File: src/rtl/seq_mult_unit_if.sv
// Handshake and register-file bundle for the iterative multiplier.
// Master issues operands; slave (the multiplier) returns product and write port.
interface seq_mult_unit_if #(
  parameter int WIDTH = 32,
  parameter int AW    = 5
);
  logic             START;
  logic [WIDTH-1:0] SRCA;
  logic [WIDTH-1:0] SRCB;
  logic [AW-1:0]    DEST;
  logic             BUSY;
  logic             DONE;
  logic [WIDTH-1:0] PRODLO;
  logic [WIDTH-1:0] PRODHI;
  logic [AW-1:0]    WA3;
  logic [WIDTH-1:0] WD3;
  logic             WE3;

  modport master (
    output START, SRCA, SRCB, DEST,
    input  BUSY, DONE, PRODLO, PRODHI,
    input  WA3, WD3, WE3
  );

  modport slave (
    input  START, SRCA, SRCB, DEST,
    output BUSY, DONE, PRODLO, PRODHI,
    output WA3, WD3, WE3
  );
endinterface

File: src/rtl/seq_mult_unit.sv
// Iterative shift-add WIDTHxWIDTH multiplier writing the low word back.
// Define SEQ_MULT_SIGNED_EN for two's-complement operands.
module seq_mult_unit #(
  parameter int WIDTH = 32,
  parameter int AW    = 5
) (
  input logic CLK,
  input logic RESET,
  seq_mult_unit_if.slave bus
);
  localparam int CW = $clog2(WIDTH);
  localparam logic [CW-1:0] LAST = CW'(WIDTH - 1);

  typedef enum logic [1:0] {
    S_IDLE,
    S_RUN,
    S_DONE
  } state_t;

  state_t             state_q, state_d;
  logic [CW-1:0]      cnt_q, cnt_d;
  logic [WIDTH-1:0]   mcand_q, mcand_d;
  logic [2*WIDTH-1:0] acc_q, acc_d;
  logic [2*WIDTH-1:0] prod_q, prod_d;
  logic [AW-1:0]      wa_q, wa_d;

  logic [WIDTH-1:0]   a_mag, b_mag, addend;
  logic [WIDTH:0]     sum;
  logic [2*WIDTH-1:0] step, fin;

`ifdef SEQ_MULT_SIGNED_EN
  logic sign_q, sign_d;

  always_comb begin
    a_mag  = bus.SRCA[WIDTH-1] ? -bus.SRCA : bus.SRCA;
    b_mag  = bus.SRCB[WIDTH-1] ? -bus.SRCB : bus.SRCB;
    sign_d = sign_q;
    if (state_q == S_IDLE && bus.START)
      sign_d = bus.SRCA[WIDTH-1] ^ bus.SRCB[WIDTH-1];
  end

  always_ff @(posedge CLK or posedge RESET) begin
    if (RESET) sign_q <= 1'b0;
    else       sign_q <= sign_d;
  end
`else
  always_comb begin
    a_mag = bus.SRCA;
    b_mag = bus.SRCB;
  end
`endif

  // {carry, hi, multiplier} shifts right; product bits fill from the top
  always_comb begin
    addend = acc_q[0] ? mcand_q : '0;
    sum    = {1'b0, acc_q[2*WIDTH-1:WIDTH]} + {1'b0, addend};
    step   = {sum, acc_q[WIDTH-1:1]};
`ifdef SEQ_MULT_SIGNED_EN
    fin    = sign_q ? -step : step;
`else
    fin    = step;
`endif
  end

  always_comb begin
    state_d = state_q;
    cnt_d   = cnt_q;
    mcand_d = mcand_q;
    acc_d   = acc_q;
    prod_d  = prod_q;
    wa_d    = wa_q;
    unique case (state_q)
      S_IDLE: begin
        if (bus.START) begin
          state_d = S_RUN;
          cnt_d   = '0;
          mcand_d = a_mag;
          acc_d   = {{WIDTH{1'b0}}, b_mag};
          wa_d    = bus.DEST;
        end
      end
      S_RUN: begin
        acc_d = step;
        cnt_d = cnt_q + 1'b1;
        if (cnt_q == LAST) begin
          state_d = S_DONE;
          cnt_d   = '0;
          prod_d  = fin;
        end
      end
      S_DONE: state_d = S_IDLE;
      default: state_d = S_IDLE;
    endcase
  end

  always_ff @(posedge CLK or posedge RESET) begin
    if (RESET) begin
      state_q <= S_IDLE;
      cnt_q   <= '0;
      mcand_q <= '0;
      acc_q   <= '0;
      prod_q  <= '0;
      wa_q    <= '0;
    end else begin
      state_q <= state_d;
      cnt_q   <= cnt_d;
      mcand_q <= mcand_d;
      acc_q   <= acc_d;
      prod_q  <= prod_d;
      wa_q    <= wa_d;
    end
  end

  assign bus.BUSY   = (state_q != S_IDLE);
  assign bus.DONE   = (state_q == S_DONE);
  assign bus.WE3    = (state_q == S_DONE) && (wa_q != '0);
  assign bus.WA3    = wa_q;
  assign bus.PRODLO = prod_q[WIDTH-1:0];
  assign bus.PRODHI = prod_q[2*WIDTH-1:WIDTH];
  assign bus.WD3    = prod_q[WIDTH-1:0];
endmodule

File: src/flat_wrapper.sv
// flat-port wrapper written by rule: the top's interface ports become plain ports
module seq_mult_unit_flat 
#(
  parameter int WIDTH = 32,
  parameter int AW    = 5
)
  (CLK, RESET, bus_START, bus_SRCA, bus_SRCB, bus_DEST, bus_BUSY, bus_DONE, bus_PRODLO, bus_PRODHI, bus_WA3, bus_WD3, bus_WE3);
  seq_mult_unit_if #(.WIDTH(WIDTH), .AW(AW)) bus_i ();
  input logic CLK;
  input logic RESET;
  input wire logic [$bits(bus_i.START)-1:0] bus_START;
  input wire logic [$bits(bus_i.SRCA)-1:0] bus_SRCA;
  input wire logic [$bits(bus_i.SRCB)-1:0] bus_SRCB;
  input wire logic [$bits(bus_i.DEST)-1:0] bus_DEST;
  output wire logic [$bits(bus_i.BUSY)-1:0] bus_BUSY;
  output wire logic [$bits(bus_i.DONE)-1:0] bus_DONE;
  output wire logic [$bits(bus_i.PRODLO)-1:0] bus_PRODLO;
  output wire logic [$bits(bus_i.PRODHI)-1:0] bus_PRODHI;
  output wire logic [$bits(bus_i.WA3)-1:0] bus_WA3;
  output wire logic [$bits(bus_i.WD3)-1:0] bus_WD3;
  output wire logic [$bits(bus_i.WE3)-1:0] bus_WE3;
  assign bus_i.START = bus_START;
  assign bus_i.SRCA = bus_SRCA;
  assign bus_i.SRCB = bus_SRCB;
  assign bus_i.DEST = bus_DEST;
  assign bus_BUSY = bus_i.BUSY;
  assign bus_DONE = bus_i.DONE;
  assign bus_PRODLO = bus_i.PRODLO;
  assign bus_PRODHI = bus_i.PRODHI;
  assign bus_WA3 = bus_i.WA3;
  assign bus_WD3 = bus_i.WD3;
  assign bus_WE3 = bus_i.WE3;
  seq_mult_unit #(.WIDTH(WIDTH), .AW(AW)) u_core (.CLK(CLK), .RESET(RESET), .bus(bus_i));
endmodule
File: config.mk
export PLATFORM = sky130hd
export DESIGN_NAME = seq_mult_unit_flat
export DESIGN_NICKNAME = d
export VERILOG_FILES = /design/src/rtl/seq_mult_unit_if.sv /design/src/rtl/seq_mult_unit.sv /design/src/flat_wrapper.sv
export SDC_FILE = /design/constraint.sdc
export NUM_CORES = 1
export LEC_CHECK = 0
export CAP_MARGIN = 20
export CELL_PAD_IN_SITES_DETAIL_PLACEMENT = 1
export CELL_PAD_IN_SITES_GLOBAL_PLACEMENT = 1
export CORE_AREA = 10 10 228 122
export CTS_BUF_LIST = sky130_fd_sc_hd__clkbuf_8
export CTS_CLUSTER_SIZE = 20
export DETAILED_ROUTE_END_ITERATION = 6
export DIE_AREA = 0 0 238 132
export PLACE_DENSITY = 0.84
export SLEW_MARGIN = 5
export SYNTH_ARGS = -nofsm -noshare
export SYNTH_HDL_FRONTEND = slang
export SYNTH_SLANG_ARGS = --single-unit
export TNS_END_PERCENT = 10
File: constraint.sdc
create_clock -name CLK -period 14 [get_ports CLK]
set_input_delay 4.2 -clock CLK [delete_from_list [all_inputs] [get_ports CLK]]
set_output_delay 4.2 -clock CLK [all_outputs]
set_load 0.01 [all_outputs]
==> results of run 1 <==
-- Yosys cell counts, types with 6 or more instances --
master,n,area [um^2]
xnor2_1,11,96.34
mux2i_1,36,360.4
nor2_1,24,90.09
or2_2,7,43.79
o21ai_0,60,300.3
a31oi_1,9,56.30
nor3_1,7,35.03
nand4_1,19,118.9
nand2_1,191,716.9
a22o_1,19,166.4
a21o_1,24,180.2
and2_1,35,219.0
dfrtp_1,172,4304
mux2_2,49,551.8
nand3_1,16,80.08
inv_1,7,26.28
a21oi_1,40,200.2
xor2_1,8,70.07
ha_1,34,425.4
a211o_1,6,52.55
buf_4,35,262.8
clkbuf_1,44,165.2
-- sequential cells by signal, indices dropped and copies added, names as in the netlist --
register	count
u_core.acc_q	64
u_core.bus.WA3	5
u_core.cnt_q	5
u_core.mcand_q	32
u_core.prod_q	64
u_core.state_q	2
-- power by group --
part	switching [mW]	internal, mW
clock	0.198	0.194
combinational	0.739	0.630
sequential	0.162	0.720
total	1.10	1.54
-- cells by family after synthesis --
logic type	Yosys count	share of synthesized area
and+or+nand+nor	336	0.1664
AOI/OAI and AO/OA	213	0.1541
DFF	172	0.4599
buffers and inverters	97	0.05508
muxes	86	0.09906
adders and majority gates	35	0.04759
xor gates and xnor gates	19	0.01778
-- final timing paths --
| check | start | endpoint | slack [ns] | depth (start not counted) |
|---|---|---|---|---|
| worst max-delay path | u_core.bus.WA3[0]$_DFFE_PP0P_ | bus_WE3 | 7.71 | 3 |
| worst min-delay path | u_core.prod_q[35]$_DFFE_PP0P_ | u_core.prod_q[35]$_DFFE_PP0P_ | 0.48 | 2 |
| worst max register to register | u_core.acc_q[0]$_DFFE_PP0P_ | u_core.acc_q[60]$_DFFE_PP0P_ | 10.39 | 10 |
| worst min register to register | u_core.prod_q[35]$_DFFE_PP0P_ | u_core.prod_q[35]$_DFFE_PP0P_ | 0.48 | 2 |
| max in group asynchronous | RESET | u_core.state_q[0]$_DFFE_PP0P_ | 8.52 | 3 |
| min in group asynchronous | RESET | u_core.prod_q[27]$_DFFE_PP0P_ | 4.15 | 2 |
-- per-layer routing --
metal	up-vias	global-route usage	wire (um)
li1	3580	-	-
met1	3935	0.2593	14320
met2	177	0.2744	12650
met3	22	0.04695	1635
met4	0	0.04850	322
met5	-	0	0
-- worst max-delay path: stages, from the launching register on --
cell and delay, ns:
dfrtp_1 0.41, or4_1 0.52, o21a_1 0.18, clkdlybuf4s50_1 0.49
-- layout make-up --
class / instances / area (um^2)
Clock inverter: 15 / 195.2
Tap cell: 315 / 394.1
Inverter: 8 / 35.03
Timing Repair Buffer: 186 / 1842
Fill cell: 2653 / 12110
Multi-Input combinational cell: 689 / 4561
Clock buffer: 17 / 234.0
Sequential cell: 172 / 4304
==> metrics, run 1 <==
status=finished clean; Min Clock Period, post-route=around 6.3 ns; CP endpoint kind=output pin; startpoint types=flip-flop; unrepaired setup endpoints after global routing=false; # setup viols final=0; wire length per cell=about 21 um; Max Fclk=~0.16 GHz; initial drt markers=between 500 and 600; GRT Overall Usage=0.1845; clock tree from TritonCTS=done; clock tree sinks=around 170; Max FO, Critical Path=3; WL final=a little under 30 mm; Seq cells post-synth=~170; Power Density=about 230 mW/mm^2; GRT overflow=0; Avg Cell Area, Syn=just under 10 um^2; syn_nets=~1100; final hold violation count=0; I/O pins=roughly 180; most common cell after layout, fill and taps aside=nand2_1; setup bufs post-CTS=0; Mapped Cells=roughly 960; Layout Nets=roughly 1200; Die H=around 130 um; initial antenna violation count=0; first-pass GRT wire length=about 47 mm; pin count of the biggest net entering global routing=99; Max Slew Vio Count=0; routed vias/inst=roughly 5.5; Hold Crit Class=reg2reg; placed cells=approximately 1400; H-tree depth=4; Worst slew margin=0.3129; cell area after synthesis=between 0.009 and 0.01 mm^2; row count=40; Fin Setup TNS=0 ns; Post-synth ARST share=1.000; Initial Util=0.3953; skew final=0.01341 ns; routability cong.=approximately 0.92; post_cts resized=0; Peak VDD IR=around 0.000094 V; Worst Tran Pin Value=1.031 ns; Area Growth Syn to Fin=23.57%; Num CTS Buffers=17; EDFF count, synth=0; critical path required time=about 10 ns; Crit path arrival time=between 2 and 2.5 ns; cts hold-fix bufs=0; sequential element share of the synthesized area=0.4599; DRC=0; Die Footprint=0.03142 mm^2; Tcrit/Tclk final=0.4490; clk root buf=clkbuf_8; fin area=between 0.01 and 0.015 mm^2; core box area=roughly 0.024 mm^2; Setup WS pre-CTS=about 7.9 ns; DR pass1 iterations=5; Synth cell types=70; Final Worst Setup Slack=~7.7 ns; post-route core utilization=0.4885; commonest non-fill, non-tap cells in the layout=nand2_1 (190), clkdlybuf4s50_1 (175), dfrtp_1 (172), o21ai_0 (60), mux2_2 (49); Reg clk slew, reported paths=0.09 ns; Hold WS=0.4843 ns; dpl hpwl=roughly 21 mm; Yosys Warn Count=0; final non-filler cell total=around 1400; P_leak=roughly 5.3 nW; Clk Latency, worst-skew pair=around 0.50 ns; via count=about 7700; Diodes inserted=0; maxcap violations=0; input/output buffers=around 180; Chip Width=238 um; vias in the first global route=~8200; CTS max path bufs=2; CP Class=reg2out; ys flop type=dfrtp_1; placed inst area=about 0.011 mm^2; DRT antenna net count=0; Power, Total=2.643 mW; share of cells above drive strength 1=0.1113
(Power assumes the default switching activity.)
==> run 2: changes to the inputs <==
==> constraint.sdc (replaced) <==
create_clock -name CLK -period 6.1 [get_ports CLK]
set_input_delay 1.83 -clock CLK [delete_from_list [all_inputs] [get_ports CLK]]
set_output_delay 1.83 -clock CLK [all_outputs]
set_load 0.01 [all_outputs]
==> run 2 against run 1 <==
  * Wire length fell by 0.67%
  * Die area did not move
  * Sequential cell count did not move
  * First-iteration DRC count rose by 1.9%
  * Final cell count fell by 0.29%
  * Critical path depth did not move
  * Critical endpoint unchanged
  * Highest routed layer unchanged
==> metrics, run 2 (synthesized netlist as in run 1, its figures left out) <==
initial antenna violation count=0; Min Clock Period, post-route=3.964 ns; Peak VDD IR=roughly 0.00026 V; vias in the first global route=roughly 8000; biggest regs=u_core.acc_q (64), u_core.prod_q (64), u_core.mcand_q (32); initial drt markers=around 530; routability cong.=roughly 0.9; cts hold-fix bufs=0; Gate power share=0.512; GRT overflow=0; critical path required time=~4.3 ns; WL final=around 29 mm; clock tree from TritonCTS=done; pin count of the biggest net entering global routing=roughly 170; Max Slew Vio Count=0; maxcap violations=0; HP Start=u_core.prod_q[41]$_DFFE_PP0P_; post_cts resized=0; skew final=about 0.014 ns; Crit path arrival time=about 2.1 ns; Die Footprint=between 0.03 and 0.04 mm^2; clk root buf=clkbuf_8; clock tree sinks=roughly 170; post-route core utilization=0.4886; Switching Fraction=0.4119; DR pass1 iterations=5; setup bufs post-CTS=0; Reg clk slew, reported paths=~0.080 ns; Worst slew margin=0.3052; Die H=roughly 130 um; I/O pins=between 150 and 200; worst-path cell chain=or4_1 -> o21a_1 -> clkdlybuf4s50_1; Power Density=524.5 mW/mm^2; worst setup path start=u_core.bus.WA3[0]$_DFFE_PP0P_; status=finished clean; GRT Overall Usage=0.1847; dpl hpwl=~20 mm; P_leak=5.252 nW; wire length per cell=just over 20 um; final hold violation count=0; via count=between 7000 and 8000; Chip Width=approximately 240 um; CP endpoint kind=output pin; Fin Setup TNS=0 ns; commonest non-fill, non-tap cells in the layout=nand2_1 (190), clkdlybuf4s50_1 (175), dfrtp_1 (172), o21ai_0 (60), mux2_2 (49); share of cells above drive strength 1=0.1062; Psw=around 2.5 mW; Max Fclk=0.2522 GHz; Hold WS=between 0.4 and 0.5 ns; Hold Crit Class=reg2reg; unrepaired setup endpoints after global routing=false; R2R Setup Slk=around 2.3 ns; WP buf/inv=1; Max FO, Critical Path=3; core box area=0.02367 mm^2; Diodes inserted=0; Worst Tran Pin Value=1.042 ns; routed vias/inst=5.436; CP max-delay cell=or4_1; # setup viols final=0; Area Growth Syn to Fin=23.60%; P_int=~3.6 mW; slowest stage delay, CP=between 0.5 and 0.6 ns; Clock power frac=0.151; Largest delay share family, worst path=simple AND/OR/NAND/NOR gates; Initial Util=0.3953; H-tree depth=4; Layout Nets=around 1200; Tcrit/Tclk final=0.6499; CTS max path bufs=2; DRT antenna net count=0; CP Class=reg2out; DRC=0; row count=40; Clk Latency, worst-skew pair=approximately 0.50 ns; sequential cell fraction of total power=0.337; reg2reg start=u_core.acc_q[0]$_DFFE_PP0P_; first-pass GRT wire length=around 47 mm; input/output buffers=approximately 180; Num CTS Buffers=17; most common cell after layout, fill and taps aside=nand2_1; startpoint types=flip-flop
run 2: cell types whose count changed in the layout (fill, tap and decap cells not counted), sizes merged:
cell      previous run  this run
buf                 11         7
clkbuf              17        20
clkinv               6         4
clkinvlp             2         3
inv                 11         9
run 2: worst min-delay path, cell delays in order, from the launching register on:
cell	delay, ns
dfrtp_1	0.35
nand2_1	0.05
o21ai_0	0.06
run 2: cell type report:
class | count | area, um^2
clock buffer | 20 | 275.3
clock inverter | 12 | 170.2
fill | 2641 | 12110
inverter | 8 | 33.78
multi-input combinational | 689 | 4561
sequential | 172 | 4304
tap | 315 | 394.1
timing repair buffer | 182 | 1829
run 2: final timing paths:
path / endpoint / depth (start not counted)
worst max-delay path: bus_WE3 / 3
worst min-delay path: u_core.prod_q[41]$_DFFE_PP0P_ / 2
worst max register to register: u_core.acc_q[57]$_DFFE_PP0P_ / 10
worst min register to register: u_core.prod_q[41]$_DFFE_PP0P_ / 2
max in group asynchronous: u_core.prod_q[57]$_DFFE_PP0P_ / 3
min in group asynchronous: u_core.prod_q[46]$_DFFE_PP0P_ / 3
run 2: layer usage:
| layer | vias up | routed length, um | global-route usage |
|---|---|---|---|
| li1 | 3579 | - | - |
| met1 | 3809 | 14220 | 0.2654 |
| met2 | 190 | 12390 | 0.2674 |
| met3 | 21 | 1818 | 0.05092 |
| met4 | 0 | 309 | 0.04212 |
| met5 | - | 0 | 0 |
run 2: power by group through the flow:
stage | sequential [mW] | combinational (mW) | clock [mW]
after global placement | 2.03 | 2.97 | 0
after CTS | 2.04 | 3.12 | 0.946
after global routing | 2.12 | 3.42 | 0.999
final | 2.04 | 3.11 | 0.917
after detailed placement | 2.05 | 3.10 | 0
after floorplan | 2.00 | 2.02 | 0
run 2: through the flow:
stage / power [mW] / worst slack (ns) / instances / area (um^2)
after global placement: 4.997 / 2.218 / 1366 / 11120
after floorplan: 4.025 / 2.073 / 958 / 9363
final: 6.067 / 2.136 / 1398 / 11570
after detailed placement: 5.154 / 2.126 / 1366 / 11120
after global routing: 6.543 / 2.027 / 1398 / 11570
after CTS: 6.109 / 2.086 / 1398 / 11570
